[src/rtl/branch_redirect_ctrl.sv]
// EX-stage branch redirect sequencer: decodes taken branches/jumps, issues a held redirect, flushes wrong path.
// Latency 1 cycle EX decision -> redirect_valid; redirect held (pc stable) until redirect_ready, EX ignored while busy.
module branch_redirect_ctrl #(
  parameter int XLEN         = 32,
  parameter int FLUSH_CYCLES = 2,
  parameter int CNT_W        = 16
) (
  input  logic             clk,
  input  logic             reset,
  input  logic             ex_valid,
  input  logic             ex_branch,
  input  logic             ex_jump,
  input  logic [2:0]       ex_funct3,
  input  logic             ex_zero,
  input  logic             ex_lt,
  input  logic             ex_ltu,
  input  logic [XLEN-1:0]  branch_address,
  input  logic             redirect_ready,
  output logic             redirect_valid,
  output logic [XLEN-1:0]  redirect_pc,
  output logic             flush_if_id,
  output logic             flush_id_ex,
  output logic             ex_squash,
  output logic             misalign_exc,
  output logic [CNT_W-1:0] taken_count
);

  localparam int FCW = (FLUSH_CYCLES > 1) ? $clog2(FLUSH_CYCLES) : 1;

  typedef enum logic [1:0] {
    ST_IDLE     = 2'd0,
    ST_REDIRECT = 2'd1,
    ST_FLUSH    = 2'd2
  } state_t;

  typedef struct packed {
    logic vld;
    logic flush;
    logic misalign;
  } ctl_t;

  state_t          state_q, state_d;
  logic [FCW-1:0]  flush_cnt_q, flush_cnt_d;
  logic [XLEN-1:0] pc_q, pc_d;
  logic [CNT_W-1:0] cnt_q, cnt_d;
  ctl_t            ctl_q, ctl_d;

  logic cond;
  logic taken;
  logic aligned;
  logic capture;
  logic handshake;

  always_comb begin
    cond = 1'b0;
    case (ex_funct3)
      3'b000:  cond = ex_zero;
      3'b001:  cond = ~ex_zero;
      3'b100:  cond = ex_lt;
      3'b101:  cond = ~ex_lt;
      3'b110:  cond = ex_ltu;
      3'b111:  cond = ~ex_ltu;
      default: cond = 1'b0;
    endcase
  end

  // Jump takes priority over branch when both flags are raised.
  assign taken     = ex_valid & (ex_jump | (ex_branch & cond));
  assign aligned   = (branch_address[1:0] == 2'b00);
  assign capture   = (state_q == ST_IDLE) & taken & aligned;
  assign handshake = (state_q == ST_REDIRECT) & redirect_ready;

  always_ff @(posedge clk or posedge reset) begin
    if (reset) begin
      state_q     <= ST_IDLE;
      flush_cnt_q <= '0;
      pc_q        <= '0;
      cnt_q       <= '0;
      ctl_q       <= '0;
    end else begin
      state_q     <= state_d;
      flush_cnt_q <= flush_cnt_d;
      pc_q        <= pc_d;
      cnt_q       <= cnt_d;
      ctl_q       <= ctl_d;
    end
  end

  always_comb begin
    state_d     = state_q;
    flush_cnt_d = flush_cnt_q;
    case (state_q)
      ST_IDLE: begin
        if (capture) state_d = ST_REDIRECT;
      end
      ST_REDIRECT: begin
        if (redirect_ready) begin
          flush_cnt_d = FCW'(FLUSH_CYCLES - 1);
          state_d     = (FLUSH_CYCLES == 1) ? ST_IDLE : ST_FLUSH;
        end
      end
      ST_FLUSH: begin
        flush_cnt_d = flush_cnt_q - FCW'(1);
        if (flush_cnt_q == FCW'(1)) state_d = ST_IDLE;
      end
      default: state_d = ST_IDLE;
    endcase
  end

  // Output values are computed for the next cycle and registered alongside the state.
  always_comb begin
    pc_d           = pc_q;
    cnt_d          = cnt_q;
    ctl_d          = '0;
    if (capture) pc_d = branch_address;
    if (handshake && (cnt_q != {CNT_W{1'b1}})) cnt_d = cnt_q + CNT_W'(1);
    ctl_d.vld      = (state_d == ST_REDIRECT);
    ctl_d.flush    = (state_d != ST_IDLE);
    ctl_d.misalign = (state_q == ST_IDLE) & taken & ~aligned;
  end

  assign redirect_valid = ctl_q.vld;
  assign redirect_pc    = pc_q;
  assign flush_if_id    = ctl_q.flush;
  assign flush_id_ex    = ctl_q.flush;
  assign ex_squash      = ctl_q.flush;
  assign misalign_exc   = ctl_q.misalign;
  assign taken_count    = cnt_q;

endmodule

[config.mk]
export PLATFORM = sky130hd
export DESIGN_NAME = branch_redirect_ctrl
export DESIGN_NICKNAME = d
export VERILOG_FILES = /design/src/rtl/branch_redirect_ctrl.sv
export SDC_FILE = /design/constraint.sdc
export NUM_CORES = 1
export LEC_CHECK = 0
export CORE_MARGIN = 2
export CORE_UTILIZATION = 39
export DETAILED_ROUTE_END_ITERATION = 8
export PLACE_DENSITY = 0.74
export SLEW_MARGIN = 0
export SYNTH_ARGS = -nofsm -noshare
export SYNTH_HDL_FRONTEND = slang
export SYNTH_SLANG_ARGS = --single-unit
[constraint.sdc]
create_clock -name clk -period 1.9 [get_ports clk]
set_clock_uncertainty 0.05 [all_clocks]
set_input_delay 0.285 -clock clk [delete_from_list [all_inputs] [get_ports clk]]
set_output_delay 0.285 -clock clk [all_outputs]
set_load 0.05 [all_outputs]
-- Yosys cells after proc, flatten, opt, wreduce, memory -nomap -nowiden
Index checks and enable logic that the tools add are counted.
- flip-flop bits (word level): 54
- logic and storage cells: 44
- output and inout port bits: 53
- input bits: 44
- mux-type cells: 7
- equality and inequality tests: 10
- reductions and logical operators: 7
- bitwise operators: 11
- $add $sub $neg: 2
- operator list (cell ; number):
    $add 16x1->16 const B ; 1
    $ne 16x16->1 const B ; 1
    $eq 3x3->1 const B ; 4
    $and 1x1->1 ; 6
    $mux 2 ; 3
    $pmux 1 s6 ; 1
    $pmux 2 s3 ; 1
    $eq 2x1->1 const B ; 2
    $logic_not 2->1 ; 2
    $not 1->1 ; 4
    $reduce_bool 2->1 ; 2
    $eq 3x1->1 const B ; 1
    $logic_not 3->1 ; 1
    $eq 2x2->1 const B ; 1
    $ne 2x2->1 const B ; 1
    $pmux 1 s2 ; 1
    $reduce_and 2->1 ; 1
    $logic_and 1x1->1 ; 1
    $mux 1 ; 1
    $or 1x1->1 ; 1
    $sub 1x1->1 const B ; 1

-- Longest topological paths before layout
Gate-level depths: netlist of run 1.
- word-level depth: 10
- depth in mapped cells: 6
- gate-level depth less buffers: 6

-- Least setup slack after synthesis of run 1
OpenSTA, ideal clock, no wires.
- kind: reg-to-reg
- from: register cnt_q[0], in the netlist taken_count[0]
- to: register cnt_q[1], in the netlist taken_count[1]
- path buffers: 0
- setup time: 125 ps
- period minus slack after synthesis: 2283 ps
- setup slack: -383 ps
- cell stages (with the launch flop): 6
- arrival time: 2109 ps
- data required time: 1725 ps
- path through: dfrtp_1 -> ha_1 -> and4_1 -> and4_1 -> a31oi_1 -> mux2_2
- cells in the longest elaborated chain, start to end: 2
- elaborated cells between the ends (all ways): 3
- those cells by class: add/sub: 1; eq/ne: 1; reduce/logical: 1
- ends and longest elaborated chain (what ; line ; RTL):
    start: declaration ; 45 ; logic [CNT_W-1:0] cnt_q, cnt_d;
    start signal: assignment ; 84 ; cnt_q <= cnt_d;
    branches (longest 2 deep; another with $add 16x1->16) ; n/a ;
Parallel ways; which one is timed is not known.
A chain may end at the register's enable or synchronous reset.

-- Worst setup path in the final report of run 1
- from: input port ex_ltu
- to: register pc_q[3], in the netlist redirect_pc[3]
- cells in the longest elaborated chain, start to end: 7
- ends and longest elaborated chain (what ; line ; RTL):
    start: declaration ; 16 ; input logic ex_ltu,
    $not 1->1 ; 62 ; 3'b111: cond = ~ex_ltu;
    $pmux 1 s6 * ; 56 ; case (ex_funct3)
    $and 1x1->1 * ; 68 ; assign taken = ex_valid & (ex_jump | (ex_branch & cond));
    $or 1x1->1 * ; 68 ;
    $and 1x1->1 * ; 68 ;
    $and 1x1->1 * (2 in series) ; 70 ; assign capture = (state_q == ST_IDLE) & taken & aligned;
    end signal: assignment ; 83 ; pc_q <= pc_d;
    end: declaration ; 44 ; logic [XLEN-1:0] pc_q, pc_d;
Mark *: on every way between the ends. The rest lies on a longest branch, timed or not.

==> results of run 1 <==
-- registers in the layout, indices dropped and copies added, names as in the netlist --
name            count
flush_cnt_q         1
taken_count        16
state_q             2
redirect_valid      1
misalign_exc        1
redirect_pc        32
ex_squash           1
-- cells in the final DEF (no fill, tap or decap), drive strengths merged --
| cell type | count |
|---|---|
| o31a | 1 |
| clkdlybuf4s50 | 74 |
| a31oi | 2 |
| clkbuf | 6 |
| a211oi | 1 |
| buf | 25 |
| and2 | 2 |
| nor3 | 2 |
| clkinvlp | 1 |
| nor3b | 2 |
| clkinv | 1 |
| o21a | 1 |
| nor4 | 1 |
| or3b | 1 |
| o211ai | 1 |
| xor2 | 5 |
| nor2 | 3 |
| nand2b | 3 |
| mux2 | 31 |
| nand3 | 4 |
| and4 | 5 |
| nand2 | 10 |
| inv | 1 |
| xnor2 | 12 |
| clkdlybuf4s15 | 1 |
| o21ai | 2 |
| nand4 | 6 |
| a22oi | 2 |
| dlygate4sd2 | 5 |
| dlymetal6s2s | 6 |
| dfrtp | 54 |
| and3 | 3 |
| ha | 1 |
| nor2b | 1 |
-- cells by family after synthesis --
logic type | after synthesis
mux | 31
simple gates | 43
buf+inv | 7
xor+xnor | 17
fa+ha+maj | 1
flops | 54
compound gates | 10
-- stage by stage --
step           util, %  std cells  area [um^2]  hold WS, ns  power, mW
6_report          62.9        351         3700        0.289       4.51
5_1_grt           62.9        351         3700        0.305       4.73
4_1_cts           62.4        350         3670        0.315       4.55
3_5_place_dp      59.1        338         3480        0.421       3.87
3_3_place_gp      59.1        338         3480        0.422       3.84
2_1_floorplan        -        163         2420        0.384       3.10
-- synth_stat cells, types with 2 or more instances --
cell type / number / area (um^2)
a22oi_1: 2 / 15.0
a31oi_1: 2 / 12.5
and2_1: 2 / 12.5
and3_1: 3 / 18.8
and4_1: 5 / 43.8
buf_12: 2 / 40.0
buf_4: 2 / 15.0
dfrtp_1: 54 / 1350
mux2_2: 6 / 67.6
mux2_4: 25 / 375
nand2_1: 10 / 37.5
nand2b_1: 3 / 18.8
nand3_1: 4 / 20.0
nand4_1: 6 / 37.5
nor2_1: 3 / 11.3
nor3_1: 2 / 10.0
nor3b_1: 2 / 15.0
o21ai_0: 2 / 10.0
xnor2_1: 12 / 105
xor2_1: 5 / 43.8
-- final cells by class --
type | instances | area, um^2 | share of cell area, %
repair buffers | 111 | 1160 | 31.2
inverters | 1 | 3.75 | 0.101
clock buffers | 6 | 82.6 | 2.23
multi-input cells | 102 | 993 | 26.8
well taps | 75 | 93.8 | 2.54
clock inverters | 2 | 12.5 | 0.338
flip-flops and latches | 54 | 1360 | 36.7
-- critical path, stage by stage --
cell           delay (ns)
dlygate4sd2_1        0.24
xor2_1               0.13
and3_1               0.17
o31a_1               0.31
o211ai_4             0.21
buf_12               0.17
buf_12               0.12
mux2_2               0.32
-- metal layers --
metal,share of wire [%],routed length (um),up-vias,track usage [%]
li1,-,-,805,-
met2,50,2520,59,26.3
met1,42,2140,791,19.3
met3,7.5,380,6,4.73
met4,0.71,36,0,3.50
met5,0,0,-,0
-- path summary, 6_finish.rpt --
kind	slack [ns]	from	cells past startpoint	to
setup reg to reg	0.08	taken_count[1]	5	taken_count[1]
hold reg to reg	0.44	taken_count[5]	1	taken_count[5]
hold / removal	0.29	reset	3	taken_count[11]
min in group clk	0.44	taken_count[5]	1	taken_count[5]
setup / recovery	0.06	ex_ltu	8	redirect_pc[3]
max in group asynchronous	1.24	reset	3	taken_count[5]
-- where the power goes --
part	switching [mW]	internal, mW
Combinational	1.32	0.911
Sequential	0.193	1.44
Clock	0.353	0.293
-- what timing repair did --
action,4_1_cts,5_1_grt
resized for setup,11,7
gates cloned,3,0
pin swaps,6,2
setup buffers,3,1
endpoints found under the setup margin,30,18
==> summary.txt, run 1 <==
Initial antenna violation count = 0
Worst endpoint data arrival time = 1.98 ns
Fraction of synthesized cell area in xor and xnor cells = 6.29%
Rows = 28
Io pins = 97
Core Area = 5890 um^2
FFs w/ async S/R, synth = 100%
Worst skew pair latency = 0.30 ns
RSZ-0062 raised after global routing = false
YS warnings = 0
Synthesized area = 2370 um^2
Post-synthesis adder-cell area fraction = 0.528%
Detailed Place HPWL = 3510 um
Cells after synthesis = 163
Drt first-iter violations = 53
Period utilization = 96.9%
Sequential area share after synthesis = 57.1%
Crit Path Class = primary input to flop
Worst hold path type = primary input to asynchronous set/reset pin
Hold-fix buffers, CTS = 0
Total power divided by cell area = 1220 nW/um^2
Peak supply drop = 678 uV
Layout Nets = 320
Netlist cell types = 31
Final Hold Viols = 0
Top_reg_cell synth = dfrtp_1
Slew Viols, Final = 0
Clock-pin slew of the registers on the worst-case setup and hold paths = 0.10 ns
Die X = 81.9 um
CP endpoint kind = flop
Final wirelength = 5070 um
Vias in the first global route = 1669
Clk buf depth = 2
Routed length per instance = 14.4 um
Largest net degree at the start of global routing = 55
Filler cells = 465
Crit-path max FO = 7
Maximum clock frequency = 543 MHz
DRC violations left = 0
Overflow after GRT = 0
Vias = 1661
Final Worst Setup Slack = 0.0587 ns
Starting Density = 40.2%
Num CTS Buffers = 5
Clock Sinks = 54
RePlAce Congestion = 0.762
Slew at the pin with the worst max-slew slack = 0.517 ns
PortBufs = 96
Worst setup SP type = primary input
Main combinational cell family by area after synthesis = multiplexers
Synth Area in Compound Gates = 3.49%
Die Y = 81.9 um
Synthesized area per cell = 14.5 um^2
Max Cap Violations = 0
Outcome = completed
Router iterations before antenna repair = 4
GR Util All Layers = 15.4%
Flops & latches, synth = 54
Synth Area in Simple Gates = 10.7%
Post-synth EDFFs = 0
Crit path time final = 1.84 ns
CTS H-tree depth = 2
LEAKAGE = 1.79 nW
Post-synth net total = 208
Total negative slack = 0 ns
Layout overhead on the synthesized area = 56.3%
Max_slew headroom = 65.4%
DIE AREA = 6710 um^2
First-pass GRT wire length = 7870 um
Final setup fails = 0
Clk Tree Root Cell = clkbuf_8
Post-route ant nets = 0
N_diodes = 0
Pre-CTS setup slack = -0.498 ns
CTS tree = built
Multiplexer area fraction after synthesis = 18.7%
Share of layout cells above drive strength 1 = 29.0%
CP required = 2.03 ns
Vias per cell = 4.73
Note: power is estimated with default switching activity, not from simulation.
==> run 2: changes to the inputs <==
CTS_BUF_LIST = sky130_fd_sc_hd__clkbuf_16   (was not set)
==> run 2 against run 1 <==
Against the previous run:
- design area grew 1.8%
- non-clock buffer count grew 4
- clock power increased by 36%
- sequential share of layout area down 0.60 points
- maximum frequency is essentially flat
- sequential cell count stayed put
- largest cell class unchanged
==> summary.txt, run 2 (synthesis gave the netlist of run 1 again) <==
Outcome = completed
Vias = 1679 (+1.1%)
Post-route ant nets = 0 (unchanged)
RePlAce Congestion = 0.762 (unchanged)
Most frequent cells in the layout = clkdlybuf4s50_1, dfrtp_1, mux2_4
Final setup fails = 0 (unchanged)
Initial antenna violation count = 0 (unchanged)
Max_slew headroom = 64.6% (-0.80 points)
Detailed Place HPWL = 3510 um (unchanged)
Vias per cell = 4.73 (about the same)
Peak supply drop = 733 uV (+8.2%)
Final wirelength = 5180 um (+2.2%)
Largest register FFs = 32 (unchanged)
CP endpoint kind = output pin
First-pass GRT wire length = 8110 um (+3.0%)
Final Hold Viols = 0 (unchanged)
RSZ-0062 raised after global routing = false
Largest net degree at the start of global routing = 55 (unchanged)
Die X = 81.9 um (unchanged)
Max Cap Violations = 0 (unchanged)
CTS tree = built
Routed length per instance = 14.6 um (+1.0%)
LEAKAGE = 1.74 nW (-2.7%)
DRC violations left = 0 (unchanged)
Fin Hold WS = 0.319 ns (+0.0303 ns)
Overflow after GRT = 0 (unchanged)
WP buf/inv = 1 (-2)
Slew at the pin with the worst max-slew slack = 0.529 ns (+0.0120 ns)
Worst hold path type = primary input to asynchronous set/reset pin
Drt first-iter violations = 45 (-15%)
Placed cell area = 3480 um^2 (unchanged)
Non-Filler Instances = 355 (+1.1%)
R2R Setup Slk = 0.08 ns (about the same)
Share of layout cells above drive strength 1 = 31.1% (+2.1 points)
Crit-path max FO = 4 (-3)
Maximum clock frequency = 543 MHz (about the same)
Worst path cell trace = clkdlybuf4s50_1
Period utilization = 96.9% (about the same)
Io pins = 97 (unchanged)
Crit Path Class = flop to output pin
DIE AREA = 6710 um^2 (unchanged)
Num CTS Buffers = 5 (unchanged)
CP required = 1.56 ns (-0.47 ns)
Clk Tree Root Cell = clkbuf_16
Slowest cell delay on critical path = 0.82 ns (+0.50 ns)
Layout overhead on the synthesized area = 59.0%
Clock-pin slew of the registers on the worst-case setup and hold paths = 0.07 ns (-0.03 ns)
Die Y = 81.9 um (unchanged)
Most common cell after layout, fill and taps aside = clkdlybuf4s50_1
Fin area = 3770 um^2 (+1.8%)
Slew Viols, Final = 0 (unchanged)
Clock Sinks = 54 (unchanged)
Starting Density = 40.2% (unchanged)
GR Util All Layers = 16.1% (+0.69 points)
Crit path time final = 1.84 ns (+0.000666 ns)
Slowest CP cell = clkdlybuf4s50_1
Layout Nets = 324 (+1.3%)
PortBufs = 96 (unchanged)
Total power = 4.76 mW (+5.6%)
N_diodes = 0 (unchanged)
Rows = 28 (unchanged)
Worst endpoint data arrival time = 1.51 ns (-0.47 ns)
Worst skew pair latency = 0.29 ns (about the same)
Total power divided by cell area = 1260 nW/um^2 (+3.8%)
Cell family with most CP delay = buffers and inverters
Filler cells = 461 (-0.86%)
Vias in the first global route = 1702 (+2.0%)
Placed insts = 338 (unchanged)
Core Area = 5890 um^2 (unchanged)
CTS H-tree depth = 2 (unchanged)
Worst setup SP type = flop
Clk buf depth = 2 (unchanged)
Router iterations before antenna repair = 4 (unchanged)
-- run 2: final timing paths --
path,depth (start not counted),endpoint,from
worst max-delay path,1,taken_count[11],taken_count[11]
worst min-delay path,3,taken_count[11],reset
worst max register to register,5,taken_count[1],taken_count[1]
worst min register to register,1,taken_count[5],taken_count[5]
max in group asynchronous,3,state_q[0],reset
min in group clk,1,taken_count[5],taken_count[5]
-- run 2: cell type report --
cell class | instances | area [um^2] | area share, %
Sequential cell | 54 | 1360 | 36.1
Timing Repair Buffer | 115 | 1170 | 31.0
Multi-Input combinational cell | 102 | 1000 | 26.6
Clock buffer | 5 | 125 | 3.32
Tap cell | 75 | 93.8 | 2.49
Clock inverter | 3 | 16.3 | 0.432
Inverter | 1 | 3.75 | 0.0997
-- run 2: timing repair --
item / in CTS / in global routing
hold buffers: 0 / 0
endpoints found under the setup margin: 30 / 24
resized for setup: 17 / 6
cloned: 3 / 0
pin swaps: 7 / 5
buffers inserted: 6 / 2
-- run 2: through the flow --
step	setup TNS [ns]	setup WS [ns]	util, %
after floorplan	-0.0170	-0.0170	-
after global placement	-14.96	-0.444	59.1
after detailed placement	-16.77	-0.498	59.1
after CTS	0	0.00663	64.3
after global routing	0	0.0131	64.0
final	0	0.0580	64.0
-- run 2: metal layers --
layer | part of all wire (%) | global-route usage (%) | vias to the layer above | routed length (um)
li1 | - | - | 812 | -
met1 | 42 | 20.3 | 802 | 2190
met2 | 49 | 27.0 | 60 | 2550
met3 | 7.5 | 4.73 | 5 | 391
met4 | 0.89 | 4.50 | 0 | 46
met5 | 0 | 0 | - | 0
-- run 2: power breakdown --
| group | switching, mW | leakage [nW] | total, mW | internal [mW] |
|---|---|---|---|---|
| registers | 0.195 | 0.674 | 1.64 | 1.44 |
| logic | 1.32 | 0.999 | 2.24 | 0.920 |
| clock network | 0.396 | 0.0672 | 0.878 | 0.482 |
==> run 3: changes to the inputs <==
HOLD_SLACK_MARGIN = 0.08   (was not set)
PLACE_DENSITY = 0.76   (was 0.74)
==> run 3 against run 2 <==
Against the previous run:
- critical path depth is 9 higher
- design area is 1.7% higher
- sequential share of layout area is 0.61 points lower
- core utilization is 1.1 points higher
- power is 0.19% higher
- via count is 3.2% higher
- wire length is 4.7% higher
- non-clock buffer count is 4 higher
- clock power is 3.0% lower
- first-iteration DRC count is 51% lower
- largest power group unchanged
==> summary.txt, run 3 (synthesis gave the netlist of run 1 again) <==
GR Util All Layers = 16.5% (+0.39 points)
Net switching power = 1.90 mW (-0.64%)
Largest register FFs = 32 (unchanged)
Die Y = 81.9 um (unchanged)
Peak supply drop = 816 uV (+11%)
Max Cap Violations = 0 (unchanged)
Detailed Place HPWL = 3730 um (+6.2%)
Routed length per instance = 15.1 um (+3.5%)
R2R cell count = 10 (+5)
Crit-path max FO = 6 (+2)
Share of power burned in combinational logic = 48.0% (+0.8 points)
Sw Share = 39.9% (-0.34 points)
Final core occ = 65.1% (+1.1 points)
Num CTS Buffers = 5 (unchanged)
Reg-to-reg endpoint = state_q[0]
Total power divided by cell area = 1240 nW/um^2 (-1.5%)
Vias per cell = 4.82 (+2.0%)
CTS H-tree depth = 2 (unchanged)
Crit path time final = 1.85 ns (+0.00470 ns)
Vias in the first global route = 1752 (+2.9%)
Maximum clock frequency = 542 MHz (-0.25%)
Outcome = completed
Core Area = 5890 um^2 (unchanged)
Non-Filler Instances = 359 (+1.1%)
Clock-pin slew of the registers on the worst-case setup and hold paths = 0.07 ns (about the same)
Layout overhead on the synthesized area = 61.8%
Starting Density = 40.2% (unchanged)
Clock power frac = 17.9% (-0.6 points)
Router iterations before antenna repair = 4 (unchanged)
Rows = 28 (unchanged)
Worst skew pair latency = 0.28 ns (about the same)
Vias = 1732 (+3.2%)
Final Hold Viols = 0 (unchanged)
Worst endpoint data arrival time = 1.99 ns (+0.48 ns)
PortBufs = 96 (unchanged)
Period utilization = 97.2% (+0.25 points)
Fin area = 3830 um^2 (+1.7%)
Layout Nets = 328 (+1.2%)
Sequential cell area = 1360 um^2 (unchanged)
Placed insts = 340 (+0.59%)
Most frequent cells in the layout = clkdlybuf4s50_1, dfrtp_1, mux2_4
Most common cell after layout, fill and taps aside = clkdlybuf4s50_1
N_diodes = 0 (unchanged)
Clk buf depth = 2 (unchanged)
Fin Hold WS = 0.335 ns (+0.0161 ns)
Clk Tree Root Cell = clkbuf_16
Slew at the pin with the worst max-slew slack = 0.515 ns (-0.0136 ns)
DRC violations left = 0 (unchanged)
Clock Sinks = 54 (unchanged)
Final wirelength = 5420 um (+4.7%)
Io pins = 97 (unchanged)
Drt first-iter violations = 22 (-51%)
Worst setup SP type = flop
Crit Path Class = flop to flop
R2R Setup Slk = 0.05 ns (-0.03 ns)
Slew Viols, Final = 0 (unchanged)
Internal power = 2.86 mW (+0.76%)
LEAKAGE = 1.77 nW (+1.9%)
Flop pwr share = 34.1% (-0.3 points)
Die X = 81.9 um (unchanged)
Multi-input gate area = 1020 um^2 (+1.6%)
First-pass GRT wire length = 8540 um (+5.3%)
Initial antenna violation count = 0 (unchanged)
DIE AREA = 6710 um^2 (unchanged)
RePlAce Congestion = 0.767 (+0.72%)
Filler cells = 447 (-3.0%)
Final setup fails = 0 (unchanged)
Worst hold path type = primary input to asynchronous set/reset pin
Largest net degree at the start of global routing = 55 (unchanged)
Share of layout cells above drive strength 1 = 32.7% (+1.7 points)
CP required = 2.05 ns (+0.49 ns)
Post-route ant nets = 0 (unchanged)
CP endpoint kind = flop
Overflow after GRT = 0 (unchanged)
Hold-fix buffers, CTS = 0 (unchanged)
CTS tree = built
Placed cell area = 3490 um^2 (+0.36%)
Max_slew headroom = 65.5% (+0.91 points)
Reg2reg start = state_q[1]
run 3: final cells by class:
class / instances / area share (%)
Clock inverter: 3 / 0.327
Tap cell: 75 / 2.45
Multi-Input combinational cell: 102 / 26.6
Inverter: 1 / 0.0980
Timing Repair Buffer: 119 / 31.8
Sequential cell: 54 / 35.5
Clock buffer: 5 / 3.27
run 3: layer usage:
metal  track usage, %  routed length [um]  vias to the layer above
met1             21.5                2350                      848
met2             28.1                2710                       57
met3             3.19                 325                        5
met5                0                   0                        -
met4             4.50                  38                        0
li1                 -                   -                      822
run 3: repair_timing:
| action | CTS | global route |
|---|---|---|
| setup buffers | 7 | 1 |
| gates cloned | 3 | 0 |
| endpoints found under the setup margin | 30 | 36 |
| resized for setup | 22 | 6 |
| pin swaps | 7 | 5 |
run 3: worst max-delay path: stages (launching register included):
cell	delay [ns]
dfrtp_1	0.39
buf_4	0.16
nor3b_1	0.17
buf_4	0.15
o211ai_4	0.07
buf_6	0.13
buf_4	0.13
buf_8	0.13
buf_6	0.12
buf_4	0.13
a22oi_2	0.11
run 3: how the worst max path moves through the flow:
stage | end | slack [ns] | cells past startpoint | from
after floorplan | taken_count[11] | -0.02 | 5 | taken_count[2]
after global placement | redirect_pc[5] | -0.44 | 7 | ex_funct3[0]
after detailed placement | redirect_pc[3] | -0.48 | 7 | ex_funct3[0]
after CTS | redirect_pc[31] | 0.009 | 9 | ex_funct3[0]
after global routing | state_q[0] | -0.003 | 10 | state_q[1]
final | state_q[0] | 0.05 | 10 | state_q[1]
run 3: power groups by stage:
stage	Clock, mW	Sequential (mW)	Combinational, mW
after detailed placement	0	1.65	2.23
after floorplan	0	2.59	0.514
after CTS	0.874	1.63	2.27
final	0.852	1.63	2.29
after global routing	0.920	1.66	2.39
after global placement	0	1.65	2.19
run 3: per-stage QoR:
stage	power [mW]	worst slack [ns]	TNS (ns)
floorplan	3.10	-0.0170	-0.0170
global placement	3.83	-0.436	-14.66
detailed placement	3.88	-0.485	-16.20
CTS	4.78	0.00949	0
global route	4.97	-0.00330	-0.00330
finish	4.77	0.0533	0
